## src/rtl/sseg_pkg.sv

```systemverilog
// Shared types and constants for the multiplexed seven-segment display scanner.
package sseg_pkg;

    localparam int         BCD_W      = 4;
    localparam logic [6:0] SSEG_BLANK = 7'h7F;

    typedef enum logic [1:0] {
        IDLE  = 2'd0,
        BLANK = 2'd1,
        SHOW  = 2'd2
    } state_e;

endpackage

```

## src/rtl/hex_to_7_segment.sv

```systemverilog
// Combinational hex to seven-segment decoder, segments {g..a}, active-low.
module hex_to_7_segment
    import sseg_pkg::*;
(
    input  logic [BCD_W-1:0] value,
    output logic [6:0]       seg
);

    always_comb begin
        case (value)
            4'h0:    seg = 7'b1000000;
            4'h1:    seg = 7'b1111001;
            4'h2:    seg = 7'b0100100;
            4'h3:    seg = 7'b0110000;
            4'h4:    seg = 7'b0011001;
            4'h5:    seg = 7'b0010010;
            4'h6:    seg = 7'b0000010;
            4'h7:    seg = 7'b1111000;
            4'h8:    seg = 7'b0000000;
            4'h9:    seg = 7'b0010000;
            4'hA:    seg = 7'b0001000;
            4'hB:    seg = 7'b0000011;
            4'hC:    seg = 7'b1000110;
            4'hD:    seg = 7'b0100001;
            4'hE:    seg = 7'b0000110;
            default: seg = 7'b0001110;
        endcase
    end

endmodule

```

## src/rtl/sseg_scan_controller.sv

```systemverilog
// Scans N common-anode digits through one shared decoder, with per-frame digit snapshot,
// anode dead-time, leading-zero blanking and a frame-done pulse. rst_ni release is assumed synchronous.
module sseg_scan_controller
    import sseg_pkg::*;
#(
    parameter int N_DIGITS     = 4,
    parameter int REFRESH_DIV  = 100000,
    parameter int BLANK_CYCLES = 16,
    parameter bit LZ_BLANK     = 1'b1
) (
    input  logic                      clk_i,
    input  logic                      rst_ni,
    input  logic                      enable_i,
    input  logic [BCD_W*N_DIGITS-1:0] digits_i,
    input  logic [N_DIGITS-1:0]       dp_i,
    output logic [N_DIGITS-1:0]       anode_o,
    output logic [6:0]                sseg_o,
    output logic                      dp_o,
    output logic                      frame_done_o
);

    localparam int                CNT_W      = $clog2(REFRESH_DIV);
    localparam int                IDX_W      = $clog2(N_DIGITS);
    localparam logic [CNT_W-1:0]  SLOT_LAST  = CNT_W'(REFRESH_DIV - 1);
    localparam logic [CNT_W-1:0]  BLANK_LAST = CNT_W'((BLANK_CYCLES > 0) ? BLANK_CYCLES - 1 : 0);
    localparam logic [IDX_W-1:0]  IDX_LAST   = IDX_W'(N_DIGITS - 1);
    localparam state_e            SLOT_START = (BLANK_CYCLES > 0) ? BLANK : SHOW;

    state_e                    state;
    logic [CNT_W-1:0]          slot_cnt;
    logic [IDX_W-1:0]          idx;
    logic [BCD_W*N_DIGITS-1:0] shadow_digits;
    logic [N_DIGITS-1:0]       shadow_dp;

    logic slot_end;
    logic frame_end;

    assign slot_end  = (state == SHOW) && (slot_cnt == SLOT_LAST);
    assign frame_end = slot_end && (idx == IDX_LAST);

    // NOTE: sequential state uses non-blocking assignments so every flop samples pre-edge values.
    always_ff @(posedge clk_i or negedge rst_ni) begin
        if (!rst_ni) begin
            state         <= IDLE;
            slot_cnt      <= '0;
            idx           <= '0;
            shadow_digits <= '0;
            shadow_dp     <= '0;
        end else if (!enable_i) begin
            state    <= IDLE;
            slot_cnt <= '0;
            idx      <= '0;
        end else begin
            case (state)
                IDLE: begin
                    state         <= SLOT_START;
                    slot_cnt      <= '0;
                    idx           <= '0;
                    shadow_digits <= digits_i;
                    shadow_dp     <= dp_i;
                end
                BLANK: begin
                    if (slot_cnt == BLANK_LAST) begin
                        state <= SHOW;
                    end
                    slot_cnt <= slot_cnt + 1'b1;
                end
                SHOW: begin
                    if (slot_end) begin
                        state    <= SLOT_START;
                        slot_cnt <= '0;
                        if (frame_end) begin
                            // Snapshot only on the wrap so a frame never mixes old and new digits.
                            idx           <= '0;
                            shadow_digits <= digits_i;
                            shadow_dp     <= dp_i;
                        end else begin
                            idx <= idx + 1'b1;
                        end
                    end else begin
                        slot_cnt <= slot_cnt + 1'b1;
                    end
                end
                default: state <= IDLE;
            endcase
        end
    end

    logic [N_DIGITS-1:0] zero_from;
    logic                zero_run;
    logic [BCD_W-1:0]    cur_digit;
    logic [BCD_W-1:0]    dec_in;
    logic                cur_dp;
    logic                invalid;
    logic                lz_blank;
    logic                blank;
    logic [6:0]          seg_dec;

    // NOTE: every always_comb output gets a default first, so no path can infer a latch.
    always_comb begin
        zero_from = '0;
        zero_run  = 1'b1;
        // zero_from[i] is set when digits i..N_DIGITS-1 are all zero.
        for (int i = N_DIGITS - 1; i >= 0; i--) begin
            zero_run     = zero_run && (shadow_digits[BCD_W*i +: BCD_W] == '0);
            zero_from[i] = zero_run;
        end
    end

    assign cur_digit = shadow_digits[BCD_W*idx +: BCD_W];
    assign cur_dp    = shadow_dp[idx];
    assign invalid   = (cur_digit > 4'd9);
    assign lz_blank  = LZ_BLANK && (idx != '0) && zero_from[idx];
    assign blank     = invalid || lz_blank;
    assign dec_in    = invalid ? '0 : cur_digit;

    hex_to_7_segment u_decoder (
        .value (dec_in),
        .seg   (seg_dec)
    );

    logic [N_DIGITS-1:0] onehot;
    logic [N_DIGITS-1:0] anode_next;
    logic [6:0]          sseg_next;
    logic                dp_next;
    logic                frame_done_next;

    // Gating with enable_i makes the pins go dark on the cycle after enable drops.
    always_comb begin
        onehot      = '0;
        onehot[idx] = 1'b1;
        anode_next  = '1;
        sseg_next   = SSEG_BLANK;
        dp_next     = 1'b1;
        if (enable_i && (state == SHOW)) begin
            dp_next = ~cur_dp;
            if (!blank) begin
                anode_next = ~onehot;
                sseg_next  = seg_dec;
            end else if (cur_dp) begin
                anode_next = ~onehot;
            end
        end
    end

    assign frame_done_next = enable_i && frame_end;

    always_ff @(posedge clk_i or negedge rst_ni) begin
        if (!rst_ni) begin
            anode_o      <= '1;
            sseg_o       <= SSEG_BLANK;
            dp_o         <= 1'b1;
            frame_done_o <= 1'b0;
        end else begin
            anode_o      <= anode_next;
            sseg_o       <= sseg_next;
            dp_o         <= dp_next;
            frame_done_o <= frame_done_next;
        end
    end

endmodule

```

## config.mk

```make
export PLATFORM = sky130hd
export DESIGN_NAME = sseg_scan_controller
export DESIGN_NICKNAME = d
export VERILOG_FILES = /design/src/rtl/sseg_pkg.sv /design/src/rtl/hex_to_7_segment.sv /design/src/rtl/sseg_scan_controller.sv
export SDC_FILE = /design/constraint.sdc
export NUM_CORES = 1
export LEC_CHECK = 0
export ABC_AREA = 1
export CORE_MARGIN = 3
export CORE_UTILIZATION = 57
export DETAILED_ROUTE_END_ITERATION = 16
export PLACE_DENSITY_LB_ADDON = 0.08
export SKIP_LAST_GASP = 1
export SLEW_MARGIN = 0
export SYNTH_ARGS = -nofsm -noshare
export SYNTH_HDL_FRONTEND = slang
export SYNTH_SLANG_ARGS = --single-unit
export TNS_END_PERCENT = 5
```

## constraint.sdc

```tcl
create_clock -name clk_i -period 2.5 [get_ports clk_i]
set_input_delay 0.75 -clock clk_i [delete_from_list [all_inputs] [get_ports clk_i]]
set_output_delay 0.75 -clock clk_i [all_outputs]
set_load 0.005 [all_outputs]
```

==> metrics.csv, run 1 <==
metric;value;unit
outcome;finished, final reports clean;
io_pins;36;
worstMarginPinSlew;452;ps
dp_hpwl;5.54;mm
layout_commonest_cell;nand2_1;
drc_errors;0;
wl;7.20;mm
clk_pin_slew;100;ps
grt_antenna_before_repair;0;
fin_area;3750;um^2
path_class;reg2reg;
synth_cell_types;31;
endpoint_kind;flop;
maxSlewViolCount;0;
period_share;89.8;%
synth_area_leaders;dfrtp_1 32%, nand2_1 16%, dfstp_2 9.7%;
postPlaceCellArea;3660;um^2
period_minus_slack;2250;ps
synth.top_cell.area_share;32.2;%
n_antenna_cell;0;
hold_ws;434;ps
drt_iter0_drc;185;
vias;2881;
max_slew_margin;69.8;%
final_core_util;70.2;%
htree_levels;2;
drtPass1Iterations;5;
nets;510;
drive_gt1_share;10.8;%
core_area;5340;um^2
clkLatencyLatePin;310;ps
start_kind;flop;
yosys.area.top_type;dfrtp_1;
vias_per_cell;5.31;
grt_pass1_wl;12.5;mm
clk_path_buf_depth;2;
min_path_type;in2async;
final_cell_mix;140 x nand2_1, 49 x nand3_1, 46 x inv_1;
tns;0;ps
ir_drop;0.000470;V
cts_tree;built;
grt.busiest_layer;met1;
syn_area;3260;um^2
grt_pass1_vias;2656;
timing.rr.end;sseg_o[3];
port_buffers;35;
postCtsHoldBufs;0;
syn_area_per_cell;7.50;um^2
die-height;81.7;um
p_leak;0.00179;uW
wl_per_cell;13.3;um
netlist_instances;435;
postCtsSetupBuffers;0;
met1_usage;35.8;%
place_congestion;0.905;
root_buffer;clkbuf_8;
cts_buffers;5;
drv_cap;0;
ant_nets;0;
dieArea;6670;um^2
arrival;2470;ps
ys_seq_area_share;41.9;%
grt_util_met3;5.81;%
cts.sinks;54;
powerDensity;772;nW/um^2
r2r_slack;250;ps
clock_skew;9.89;ps
synth.yosys.warnings;0;
die_x;81.7;um
rsz0062_at_grt;false;
cp_max_fo;10;
ys_seq_elements;54;
cp.required;2720;ps
syn2layout_area_growth;14.8;%
r2r-start;idx[1];
start_util;61.2;%
fmax;0.445;GHz
met2_usage;35.7;%
reg2reg_depth;10;
cts_resized;0;
setup_viol;0;
grt_usage;24.1;%
grt_max_degree;34;
row_count;26;
overflow;0;
syn-num-nets;473;
hold_viol;0;
worst max-delay path, cell delays in order (launching register included):
cell	delay, ps
dfrtp_1	520
inv_1	280
nand3_1	140
nand2_1	150
nand2_1	90
nand2_1	100
nand2_1	150
ha_1	300
nand3b_1	210
nand3_1	130
nand3_1	100
flip-flops by register name, summed over array words and instances, names as in the netlist:
| signal | flops |
|---|---|
| state | 2 |
| anode_o | 4 |
| sseg_o | 7 |
| shadow_digits | 16 |
| shadow_dp | 4 |
| slot_cnt | 17 |
| dp_o | 1 |
| idx | 2 |
| frame_done_o | 1 |
per-layer routing:
metal  wire length [um]  up-vias
li1                   -     1453
met1               3530     1325
met2               3080       98
met3                532        5
met4                 58        0
met5                  0        -
cell type report:
type / count / area, um^2
multi-input cells: 320 / 1630
flip-flops and latches: 54 / 1370
well taps: 70 / 87.6
repair buffers: 42 / 398
clock inverters: 1 / 6.26
fillers: 464 / 1590
inverters: 49 / 184
clock buffers: 7 / 76.3
cells by family (layout without fill, tap and decap cells):
kind of cell    after synthesis  in the layout  synth area share, %
flops                        54             54                 41.9
fa+ha+maj                    15             15                 5.75
simple gates                253            253                 33.7
compound gates               46             46                 8.85
xor+xnor                      6              6                 1.61
buf+inv                      61             99                 8.28
power by group:
part | switching (uW) | internal (uW)
clock network | 274 | 200
registers | 111 | 1080
logic | 788 | 438
cells in the mapped netlist:
cell and count:
ha_1 15, dfstp_2 12, buf_4 2, xnor2_1 4
buf_8 1, dfrtp_1 42, nor3_1 4, nand2_4 1
inv_2 3, xor2_1 2, o21ai_2 13, o211a_1 1
inv_1 46, nor2_4 2, nand3_1 49, o21ai_0 10
o22ai_1 2, buf_6 2, nand4_1 5, buf_2 6
and2_1 1, o21bai_1 1, nand3b_1 2, nand3_4 1
a21oi_1 17, nor2_1 43, nand2_2 2, nand3_2 3
clkbuf_1 1, nand2_1 140, o21ai_1 2
worst max-delay path by stage:
stage               startpoint  slack, ps  cells past startpoint      endpoint
floorplan               idx[1]        640                     11     sseg_o[3]
global placement      enable_i        170                      6  slot_cnt[16]
detailed placement    enable_i         90                      6  slot_cnt[16]
CTS                     idx[1]        290                     10     sseg_o[3]
global route            idx[0]         50                     11     sseg_o[3]
finish                  idx[1]        250                     10     sseg_o[3]
per-stage QoR:
step           cells  setup WS, ps  total power (uW)
6_report         543           254              2890
5_1_grt          543          49.6              3150
4_1_cts          543           288              2900
3_5_place_dp     535          89.0              2430
3_3_place_gp     535           166              2380
2_1_floorplan    435           640              2130
Note: power is estimated with default switching activity, not from simulation.
==> inputs of run 2 (changes only) <==
--- a/config.mk
+++ b/config.mk
@@ -5,13 +5,11 @@
 export SDC_FILE = /design/constraint.sdc
 export NUM_CORES = 1
 export LEC_CHECK = 0
-export ABC_AREA = 1
 export CORE_MARGIN = 3
-export CORE_UTILIZATION = 57
+export CORE_UTILIZATION = 60
 export DETAILED_ROUTE_END_ITERATION = 16
 export PLACE_DENSITY_LB_ADDON = 0.08
 export SKIP_LAST_GASP = 1
-export SLEW_MARGIN = 0
 export SYNTH_ARGS = -nofsm -noshare
 export SYNTH_HDL_FRONTEND = slang
 export SYNTH_SLANG_ARGS = --single-unit
==> constraint.sdc (replaced) <==
create_clock -name clk_i -period 2.75 [get_ports clk_i]
set_input_delay 0.825 -clock clk_i [delete_from_list [all_inputs] [get_ports clk_i]]
set_output_delay 0.825 -clock clk_i [all_outputs]
set_load 0.005 [all_outputs]
==> run 2 against run 1 <==
  * Critical path type unchanged
  * First-iteration DRC count is 44% lower
  * Worst setup slack lost 110 ps
  * Register-to-register slack worse by 110 ps
  * Clock power fell by 4%
  * Via count shrank 29%
  * Sequential cell count did not move
==> metrics.csv, run 2 <==
metric;value;unit
syn2layout_area_growth;18.3;%
wl;5.47;mm
clk_path_buf_depth;2;
cp.required;2970;ps
synth-compound-area-share;8.49;%
start_util;64.1;%
synthSimpleGateAreaFrac;14.4;%
clock_skew;5.45;ps
port_buffers;35;
clk_pin_slew;90;ps
place_congestion;0.868;
drv_cap;0;
overflow;0;
grt.busiest_layer;met2;
cp_max_fo;10;
synth.top_cell.area_share;36.4;%
grt_antenna_before_repair;0;
maxSlewViolCount;0;
powerDensity;573;nW/um^2
cts_buffers;5;
synthAdderAreaFrac;6.50;%
final_cell_mix;42 x dfrtp_1, 34 x clkdlybuf4s50_1, 24 x nor2_1;
ir_drop;0.000414;V
hold_ws;520;ps
wl_per_cell;15.9;um
muxShareOfSynthArea;15.7;%
dp_cells;336;
fillerInstances;307;
ys_seq_elements;54;
grt_pass1_wl;9.00;mm
met1_usage;29.9;%
r2r_slack;140;ps
drt_iter0_drc;103;
outcome;finished, final reports clean;
synth_xor_xnor_area_share;4.25;%
syn-num-nets;287;
synth_top_family_by_area;multiplexers;
cts_tree;built;
registers.top_by_ff_count;slot_cnt;
nets;329;
fmax;0.383;GHz
grt_max_degree;29;
die_x;75.4;um
p_leak;0.00150;uW
period_minus_slack;2610;ps
htree_levels;2;
dp_hpwl;3.98;mm
instances_no_fill;344;
synth_cell_types;47;
vias;2038;
n_antenna_cell;0;
reg.largest.list;slot_cnt (17), shadow_digits (16), sseg_o (7);
io_pins;36;
regArea;1370;um^2
hold_viol;0;
yosys.area.top_type;dfrtp_1;
total_power;1960;uW
async_reset_ff_share;100;%
postCtsSetupBuffers;0;
rsz0062_at_grt;true;
synth.yosys.warnings;0;
vias_per_cell;5.92;
start_kind;flop;
met2_usage;31.4;%
ant_nets;0;
clkLatencyLatePin;310;ps
grt_pass1_vias;1896;
path_class;reg2reg;
layout_commonest_cell;dfrtp_1;
synthTopCellsByCount;42 x dfrtp_1, 24 x nor2_1, 20 x mux2_4;
drc_errors;0;
synth_flop_cell;dfrtp_1;
arrival;2830;ps
largest_reg_flops;17;
postCtsHoldBufs;0;
row_count;24;
die-height;75.4;um
grt_util_met3;5.01;%
synth_edf_count;0;
period_share;94.9;%
final_core_util;75.9;%
netlist_instances;249;
min_path_type;in2async;
cts.sinks;54;
core_area;4500;um^2
worstMarginPinSlew;617;ps
grt_usage;20.9;%
synth_area_leaders;dfrtp_1 36%, dfstp_2 11%, mux2_4 10%;
tns;0;ps
syn_area;2890;um^2
max_slew_margin;58.8;%
drtPass1Iterations;4;
cts_resized;0;
endpoint_kind;flop;
root_buffer;clkbuf_8;
multi_input_area;1430;um^2
drive_gt1_share;20.9;%
dieArea;5680;um^2
ys_seq_area_share;47.3;%
synth_most_common_cell;dfrtp_1;
syn_area_per_cell;11.6;um^2
setup_viol;0;
run 2: cells by family after synthesis:
family	Yosys count
xor+xnor	14
mux	29
buf+inv	20
simple gates	81
fa+ha+maj	15
compound gates	36
flops	54
run 2: final timing paths:
check | start | to | depth (start not counted)
max | idx[0] | sseg_o[3] | 8
min | rst_ni | slot_cnt[5] | 1
max reg2reg | idx[0] | sseg_o[3] | 8
min reg2reg | shadow_dp[2] | shadow_dp[2] | 1
max in group asynchronous | rst_ni | state[1] | 2
min in group clk_i | shadow_dp[2] | shadow_dp[2] | 1
run 2: final cells by class:
type / count / share of cell area [%]
multi-input cells: 175 / 41.8
inverters: 11 / 1.21
clock buffers: 7 / 2.53
flip-flops and latches: 54 / 40.0
well taps: 52 / 1.90
repair buffers: 44 / 12.4
clock inverters: 1 / 0.146
run 2: critical path, cell delays in order (launching register included):
cell and delay (ps):
dfrtp_1 620, mux4_2 670, o21ai_0 340, nand2_1 200, ha_1 310, inv_1 80, a21oi_1 60, o22ai_1 140
nand2_1 90
run 2: layer usage:
layer,wire length (um),share of wire (%)
met5,0,0
met2,2510,46
met3,254,4.6
met4,79,1.4
met1,2620,48
run 2: per-stage QoR:
| stage | setup WS (ps) | cell area [um^2] |
|---|---|---|
| finish | 140 | 3420 |
| floorplan | 456 | 2890 |
| global placement | 203 | 3320 |
| global route | -57.8 | 3420 |
| CTS | 132 | 3420 |
| detailed placement | 187 | 3320 |
run 2: power by group:
group | total, uW | internal [uW] | switching (uW)
sequential | 962 | 882 | 80.1
clock | 455 | 204 | 252
combinational | 539 | 281 | 257
total | 1960 | 1370 | 589
